## src/rtl/instr_realign_fifo.sv

```systemverilog
// Purpose : fetch-side word FIFO that realigns the halfword stream into one
//           compressed or 32-bit instruction (with PC and bus-error flag) per handshake.
// Latency : a pushed word is visible on the outputs the cycle after the push (no bypass).
// Backpressure: in_ready_o depends only on the occupancy count, so a full buffer
//           refuses a push even when a pop happens in the same cycle.
// Ports   : clk_i/rst_ni clock and async active-low reset; clear_i/branch_addr_i flush and redirect;
//           in_valid_i/in_ready_o/in_rdata_i/in_err_i fetch side; out_valid_o/out_ready_i/
//           out_addr_o/out_rdata_o/out_err_o decoder side.
module instr_realign_fifo #(
  parameter int unsigned DEPTH = 3
) (
  input  logic        clk_i,
  input  logic        rst_ni,
  input  logic        clear_i,
  input  logic [31:0] branch_addr_i,
  input  logic        in_valid_i,
  input  logic [31:0] in_rdata_i,
  input  logic        in_err_i,
  output logic        in_ready_o,
  output logic        out_valid_o,
  input  logic        out_ready_i,
  output logic [31:0] out_addr_o,
  output logic [31:0] out_rdata_o,
  output logic        out_err_o
);

  localparam int unsigned PW = (DEPTH > 1) ? $clog2(DEPTH) : 1;
  localparam int unsigned CW = $clog2(DEPTH + 1);

  logic [31:0]      mem_q [DEPTH];
  logic [DEPTH-1:0] err_q, err_d;
  logic [PW-1:0]    rd_ptr_q, rd_ptr_d, wr_ptr_q, wr_ptr_d, rd_ptr1;
  logic [CW-1:0]    count_q, count_d;
  logic [31:0]      pc_q, pc_d;

  logic [31:0] word0;
  logic [15:0] word1_lo;
  logic        err0, err1, cnt_ge1, cnt_ge2, unaligned, comp;
  logic        valid, push, pop, deq;
  logic [31:0] rdata;
  logic        err;

  function automatic logic [PW-1:0] ptr_inc(input logic [PW-1:0] p);
    if (p == PW'(DEPTH - 1)) return '0;
    else return p + PW'(1);
  endfunction

  assign rd_ptr1   = ptr_inc(rd_ptr_q);
  assign word0     = mem_q[rd_ptr_q];
  assign word1_lo  = mem_q[rd_ptr1][15:0];
  assign err0      = err_q[rd_ptr_q];
  assign err1      = err_q[rd_ptr1];
  assign cnt_ge1   = (count_q != '0);
  assign cnt_ge2   = (count_q >= CW'(2));
  assign unaligned = pc_q[1];
  assign comp      = unaligned ? (word0[17:16] != 2'b11) : (word0[1:0] != 2'b11);

  // Output assembly; everything here is a function of registered state only.
  always_comb begin
    valid = 1'b0;
    rdata = '0;
    err   = 1'b0;
    if (!unaligned) begin
      valid = cnt_ge1;
      rdata = comp ? {16'h0, word0[15:0]} : word0;
      err   = err0;
    end else if (comp) begin
      valid = cnt_ge1;
      rdata = {16'h0, word0[31:16]};
      err   = err0;
    end else begin
      // A bus error on the lone head word is reported without waiting for the
      // second half, which may never arrive.
      valid = cnt_ge2 || (cnt_ge1 && err0);
      rdata = {(cnt_ge2 ? word1_lo : 16'h0), word0[31:16]};
      err   = err0 | (cnt_ge2 & err1);
    end
  end

  assign in_ready_o  = (count_q < CW'(DEPTH));
  assign out_valid_o = valid;
  assign out_rdata_o = valid ? rdata : 32'h0;
  assign out_err_o   = valid ? err : 1'b0;
  assign out_addr_o  = pc_q;

  assign push = in_valid_i && in_ready_o && !clear_i;
  assign pop  = valid && out_ready_i && !clear_i;
  // An aligned compressed instruction only consumes the low half of the head word.
  assign deq  = pop && !(!unaligned && comp);

  always_comb begin
    count_d  = count_q;
    rd_ptr_d = rd_ptr_q;
    wr_ptr_d = wr_ptr_q;
    pc_d     = pc_q;
    err_d    = err_q;
    if (clear_i) begin
      count_d  = '0;
      rd_ptr_d = '0;
      wr_ptr_d = '0;
      pc_d     = branch_addr_i & ~32'h1;
      err_d    = '0;
    end else begin
      if (push) begin
        wr_ptr_d        = ptr_inc(wr_ptr_q);
        err_d[wr_ptr_q] = in_err_i;
      end
      if (deq) rd_ptr_d = rd_ptr1;
      if (pop) pc_d = pc_q + (comp ? 32'd2 : 32'd4);
      case ({push, deq})
        2'b10:   count_d = count_q + CW'(1);
        2'b01:   count_d = count_q - CW'(1);
        default: count_d = count_q;
      endcase
    end
  end

  always_ff @(posedge clk_i or negedge rst_ni) begin
    if (!rst_ni) begin
      count_q  <= '0;
      rd_ptr_q <= '0;
      wr_ptr_q <= '0;
      pc_q     <= '0;
      err_q    <= '0;
    end else begin
      count_q  <= count_d;
      rd_ptr_q <= rd_ptr_d;
      wr_ptr_q <= wr_ptr_d;
      pc_q     <= pc_d;
      err_q    <= err_d;
    end
  end

  // Word storage needs no reset: it is only observed through count-qualified paths.
  always_ff @(posedge clk_i) begin
    if (push) mem_q[wr_ptr_q] <= in_rdata_i;
  end

endmodule

```

## config.mk

```make
export PLATFORM = sky130hd
export DESIGN_NAME = instr_realign_fifo
export DESIGN_NICKNAME = d
export VERILOG_FILES = /design/src/rtl/instr_realign_fifo.sv
export SDC_FILE = /design/constraint.sdc
export NUM_CORES = 1
export LEC_CHECK = 0
export CAP_MARGIN = 20
export CORE_MARGIN = 10
export CORE_UTILIZATION = 40
export CTS_BUF_LIST = sky130_fd_sc_hd__clkbuf_8
export DETAILED_ROUTE_END_ITERATION = 10
export SLEW_MARGIN = 20
export SYNTH_ARGS = -nofsm -noshare
export SYNTH_HDL_FRONTEND = slang
export SYNTH_SLANG_ARGS = --single-unit
```

## constraint.sdc

```tcl
create_clock -name clk_i -period 8.3 [get_ports clk_i]
set_clock_uncertainty 0.15 [all_clocks]
set_input_delay 0.83 -clock clk_i [delete_from_list [all_inputs] [get_ports clk_i]]
set_output_delay 0.83 -clock clk_i [all_outputs]
set_load 0.02 [all_outputs]
```

* Word level (Yosys, flattened, before mapping) *
Memory sizes are Yosys's and may differ from the RTL's.
Index checks and enable logic that the tools add are counted.

cells by class
  eq/ne operators = 6
  add/subtract/negate cells = 5
  reduce and logical (&&, ||, !) cells = 17
  $lt $le $gt $ge = 6
  multiplexer cells = 33
  bitwise gates (word level) = 2

operators with widths
  kind                                                         count
  2-to-1 mux 32 bit                                            6
  adder 32 x 3 -> 32 bit                                       1
  2-to-1 mux 16 bit                                            1
  2-to-1 mux 2 bit                                             7
  2-to-1 mux 1 bit                                             11
  less-than comparator 2 x 3 -> 1 bit (second input constant)  3
  2-to-1 mux 3 bit                                             3
  logical AND 1 bit                                            8
  nonzero test 2 bit                                           4
  adder 2 x 1 -> 2 bit (second input constant)                 3
  == test 2 bit (second input constant)                        3
  binary-select mux 1 bit (select 2 bit)                       2
  inequality test 2 bit (second input constant)                2
  case mux 2 bit (2 select lines)                              1
  bitwise mux 3 bit                                            1
  logical NOT 1 bit                                            3
  nonzero test 3 bit                                           1
  demux 1 bit (select 2 bit)                                   1
  == test 2 x 1 -> 1 bit (second input constant)               1
  >= comparator 2 x 1 -> 1 bit (second input constant)         1
  >= comparator 2 bit (second input constant)                  1
  less-than comparator 2 bit (second input constant)           1
  subtractor 2 x 1 -> 2 bit (second input constant)            1
  bitwise AND 1 bit                                            1
  other kinds (2)                                              2

word-level totals
  bits of input ports = 70
  logic and storage cells = 75
  register bits = 41
  output and inout bits = 67
  memories kept = 1
  RAM bits = 96

memories
  memory  depth  width  rd ports  clocked after memory_dff  wr ports  line  RTL
  mem_q   3      32     2         0                         1         30    logic [31:0] mem_q [DEPTH];

* Depth between registers and ports, before layout *
  word-level depth = 12
  mapped depth = 14
  mapped depth without buffers = 13

* Worst setup path before layout *
OpenSTA, ideal clock, no wires.

  kind = input to register
  start = input port clear_i
  end = memory mem_q[0][0] (enable)
  arrival = 4.349 ns
  cell stages on the path = 3
  slack = 3.300 ns
  path buffers = 2
  cells stage by stage = clkbuf_1 > clkbuf_1 > nor4_1

on the way
  cells in the longest elaborated chain, start to end = 4

ends and longest elaborated chain
  what                                    line  RTL
  start, declared                         14    input logic clear_i,
  logical NOT 1 bit                       86    assign push = in_valid_i && in_ready_o && !clear_i;
  logical AND 1 bit                       86
  2-to-1 mux 1 bit                        136   if (push) mem_q[wr_ptr_q] <= in_rdata_i;
  2-to-1 mux 1 bit (not written as such)  136
  end, declared                           30

Every way passes these cells.

* Worst setup path in the final report *
  start = register pc_q[1], in the netlist out_addr_o[1]
  end = output port out_rdata_o[11]

on the way
  cells in the longest elaborated chain, start to end = 4
  elaborated cells on any way between the ends = 5
  classes of those cells = mux (5)

ends and longest elaborated chain
  what                    line  RTL
  start, declared         34    logic [31:0] pc_q, pc_d;
  start signal, assigned  129   pc_q <= pc_d;
  2-to-1 mux 1 bit        56    assign comp = unaligned ? (word0[17:16] != 2'b11) : (word0[1:0] != 2'b11);
  2-to-1 mux 1 bit        67    end else if (comp) begin
  2-to-1 mux 1 bit        63    if (!unaligned) begin
  2-to-1 mux 32 bit (*)   82    assign out_rdata_o = valid ? rdata : 32'h0;
  end, declared           23    output logic [31:0] out_rdata_o,

Every way passes the cells marked *; elsewhere a longest branch is shown, timed or not.

==> flow_summary_export.csv <==
group,metric,value,unit
power_and_ir_drop,pwr_density_cell,207.2,mW/mm2
clock_tree,root_buffer,"clkbuf_8",
routing,drt_iter0_drc,279,
worst_hold_path,hold_path.class,"input pin to async pin",
logic_synthesis,synth_top_family_by_area,"simple AND/OR/NAND/NOR gates",
worst_setup_path,crit_required,7.32,ns
logic_synthesis,ys_types,54,
worst_setup_path,worstPathMaxFanout,25,
floorplanning,pin_count,137,
place,post_dp_cell_area,0.008391,mm2
final_layout,seqCellArea,0.003886,mm2
grt,grt_start_max_net_pins,93,
logic_synthesis,syn_inst,636,
worst_setup_path,rr_worst_depth,14,
power_and_ir_drop,vdd_drop_max,0.0001118,V
logic_synthesis,synth-adder-area-share,0.8358,%
logic_synthesis,yosys.area_share.simple,15.44,%
sta,min_period,5.343,ns
clock_tree,post_cts_buffers,0,
floorplanning,die_w,151.2,um
clock_tree,htreeDepth,4,
grt,grt_pass1_vias,5625,
sta,fmax,187.2,MHz
grt,overflow,0,
clock_tree,cts_num_sinks,136,
final_layout,n_antenna_cell,0,
worst_setup_path,critPathLaunchType,"flip-flop",
logic_synthesis,seq_area_frac_synth,56.40,%
final_layout,multi_input_area,0.002795,mm2
clock_tree,cts-buffers-inserted,17,
routing,avgRoutedWirePerCell,18.85,um
worst_setup_path,crit_arrival,4.36,ns
sta,hold_viol,0,
clock_tree,cts_tree,"yes",
floorplanning,die_area,0.02286,mm2
job,drv_cap,0,
logic_synthesis,synth_top_cell_by_area,"edfxtp_1",
floorplanning,start_util,41.23,%
final_layout,area_delta_synth_final,27.87,%
sta,whs,0.3718,ns
logic_synthesis,mappedNetlistArea,0.006887,mm2
logic_synthesis,async_flop_share,29.41,%
place,hpwl,12280,um
sta,grt_setup_unrepaired,"no",
grt,grt_pass1_wl,29370,um
power_and_ir_drop,p_leak,2.965,nW
worst_setup_path,endpoint_kind,"primary output",
place,gp_congestion,0.7992,
sta,maxSlewViolCount,0,
sta,slew_headroom,26.08,%
floorplanning,die_h,151.2,um
logic_synthesis,yosys-top-cells-area,"edfxtp_1 42%, dfrtp_1 15%, mux2i_1 7.3%",
sta,tns,0,ns
logic_synthesis,synth_top_area_share,41.86,%
clock_tree,insertion_delay,0.45,ns
logic_synthesis,synth-xor-area-share,0.1272,%
sta,setup_viol,0,
logic_synthesis,synth_compound_area_share,14.08,%
routing,drc,0,
clock_tree,path_clk_slew,0.08,ns
grt,grt_usage,16.42,%
logic_synthesis,synth-edff-count,96,
routing,num_vias,5526,
logic_synthesis,synth_nets,710,
logic_synthesis,synthMuxAreaShare,9.775,%
routing,dr.pass1.iters,5,
worst_setup_path,reg2reg_from,"out_addr_o[1]",
logic_synthesis,synth-main-ff-cell,"edfxtp_1",
routing,vias_per_cell,5.599,
sta,post-route-period-util,64.38,%
final_layout,drive_gt1_share,8.344,%
final_layout,design_area,0.008806,mm2
final_layout,final_core_util,52.73,%
outcome,status,"finished, final reports clean",
final_layout,fill_cells,1489,
routing,drt_wl_total,18600,um
logic_synthesis,ys_warn_count,0,
worst_setup_path,r2r_setup_slack,3.09,ns
routing,antenna_left,0,
logic_synthesis,ys_seq_elements,136,
logic_synthesis,synth.avg_cell_area,10.83,um2
worst_setup_path,crit_type,"flip-flop to primary output",
grt,antenna_found_initial,1,
clock_tree,cts_hold_buf,0,
floorplanning,fp.coreArea,0.01670,mm2
clock_tree,clk_path_buf_depth,2,
floorplanning,row_count,47,
place,port_buffers,134,
final_layout,fin_nets,828,
clock_tree,ctsResizeCount,0,
worst_setup_path,r2r-end,"out_addr_o[25]",
sta,tightestPinTransition,1.108,ns
==> Yosys cell counts, types with 5 or more instances <==
| cell type | instances |
|---|---|
| edfxtp_1 | 96 |
| o211ai_1 | 7 |
| clkbuf_1 | 31 |
| inv_1 | 7 |
| and3_1 | 6 |
| dfrtp_1 | 40 |
| a2bb2oi_1 | 13 |
| a21oi_1 | 38 |
| or4_1 | 20 |
| mux2i_1 | 50 |
| o31ai_1 | 17 |
| nand4_1 | 6 |
| a31oi_1 | 25 |
| mux2_2 | 13 |
| buf_1 | 5 |
| nor2_1 | 91 |
| o21ai_0 | 37 |
| nand3_1 | 21 |
| or3_1 | 11 |
| nand2_1 | 49 |
==> routing by layer <==
layer	global-route usage, %	share of wire, %	up-vias
met5	0	0.070	-
met2	26.86	48	162
met3	5.638	7.3	23
li1	-	-	2632
met4	4.764	1.3	2
met1	20.07	44	2707
==> through the flow <==
step	power, W	instances	setup slack, ns
global placement	0.001260	955	3.228
detailed placement	0.001268	955	3.206
global route	0.001917	987	2.812
floorplan	0.001079	636	3.300
finish	0.001824	987	2.957
CTS	0.001843	987	3.051
==> flip-flops by register name (all words and copies together) (netlist names) <==
signal and flops:
rd_ptr_q 2, wr_ptr_q 2, err_q 3, count_q 2, mem_q 96, out_addr_o 31
==> worst max-delay path by stage <==
stage / from / end / cells after the start
finish: out_addr_o[1] / out_rdata_o[11] / 7
global route: out_addr_o[1] / out_rdata_o[11] / 7
floorplan: clear_i / mem_q[0][0] / 3
global placement: out_addr_o[1] / out_addr_o[25] / 14
CTS: out_addr_o[1] / out_rdata_o[3] / 7
detailed placement: out_addr_o[1] / out_addr_o[25] / 14
==> power by group <==
group / switching [W] / leakage, nW / total (W) / internal [W]
clock network: 0.000293 / 0.206 / 0.000573 / 0.000280
registers: 0.0000413 / 1.35 / 0.000806 / 0.000765
logic: 0.000247 / 1.41 / 0.000445 / 0.000198
==> critical path, stage by stage, from the launching register on <==
cell             delay [ns]
dfrtp_1                0.95
inv_1                  0.77
o211a_1                0.35
o221ai_1               0.55
o21ai_1                0.15
buf_4                  0.25
nor2_1                 0.21
clkdlybuf4s50_1        0.65
==> area by class of cell <==
cell class                 count  share of cell area [%]
clock buffer                  17                   2.657
inverter                       8                  0.3410
tap                          220                   3.126
multi-input combinational    448                   31.74
sequential                   136                   44.13
timing repair buffer         143                   15.94
clock inverter                15                   2.060
==> cell families (layout without fill, tap and decap cells) <==
family                   count (synthesis)  in the layout
adder cells (fa/ha/maj)                  4              4
AO/OA/AOI/OAI                          154            154
XOR/XNOR                                 1              1
flip-flops                             136            136
AND/OR/NAND/NOR                        223            223
buffers and inverters                   52            183
other                                    1              1
multiplexers                            65             65
==> cells in the final DEF (no fill, tap or decap), types with 4 or more instances in the layout <==
| master | instances |
|---|---|
| clkdlybuf4s50_1 | 133 |
| a2bb2oi_1 | 13 |
| edfxtp_1 | 96 |
| nor2_1 | 90 |
| a21oi_1 | 38 |
| a31oi_1 | 25 |
| o21ai_0 | 37 |
| dfrtp_1 | 38 |
| mux2i_1 | 50 |
| o31ai_1 | 17 |
| and3_1 | 6 |
| mux2_2 | 13 |
| o211ai_1 | 7 |
| nand4_1 | 6 |
| nand2_1 | 49 |
| nand3_1 | 21 |
| clkbuf_8 | 17 |
| inv_6 | 5 |
| inv_8 | 4 |
| or3_1 | 11 |
| inv_1 | 7 |
| buf_4 | 9 |
| or4_1 | 20 |
Power figures use the tool's default switching activity.
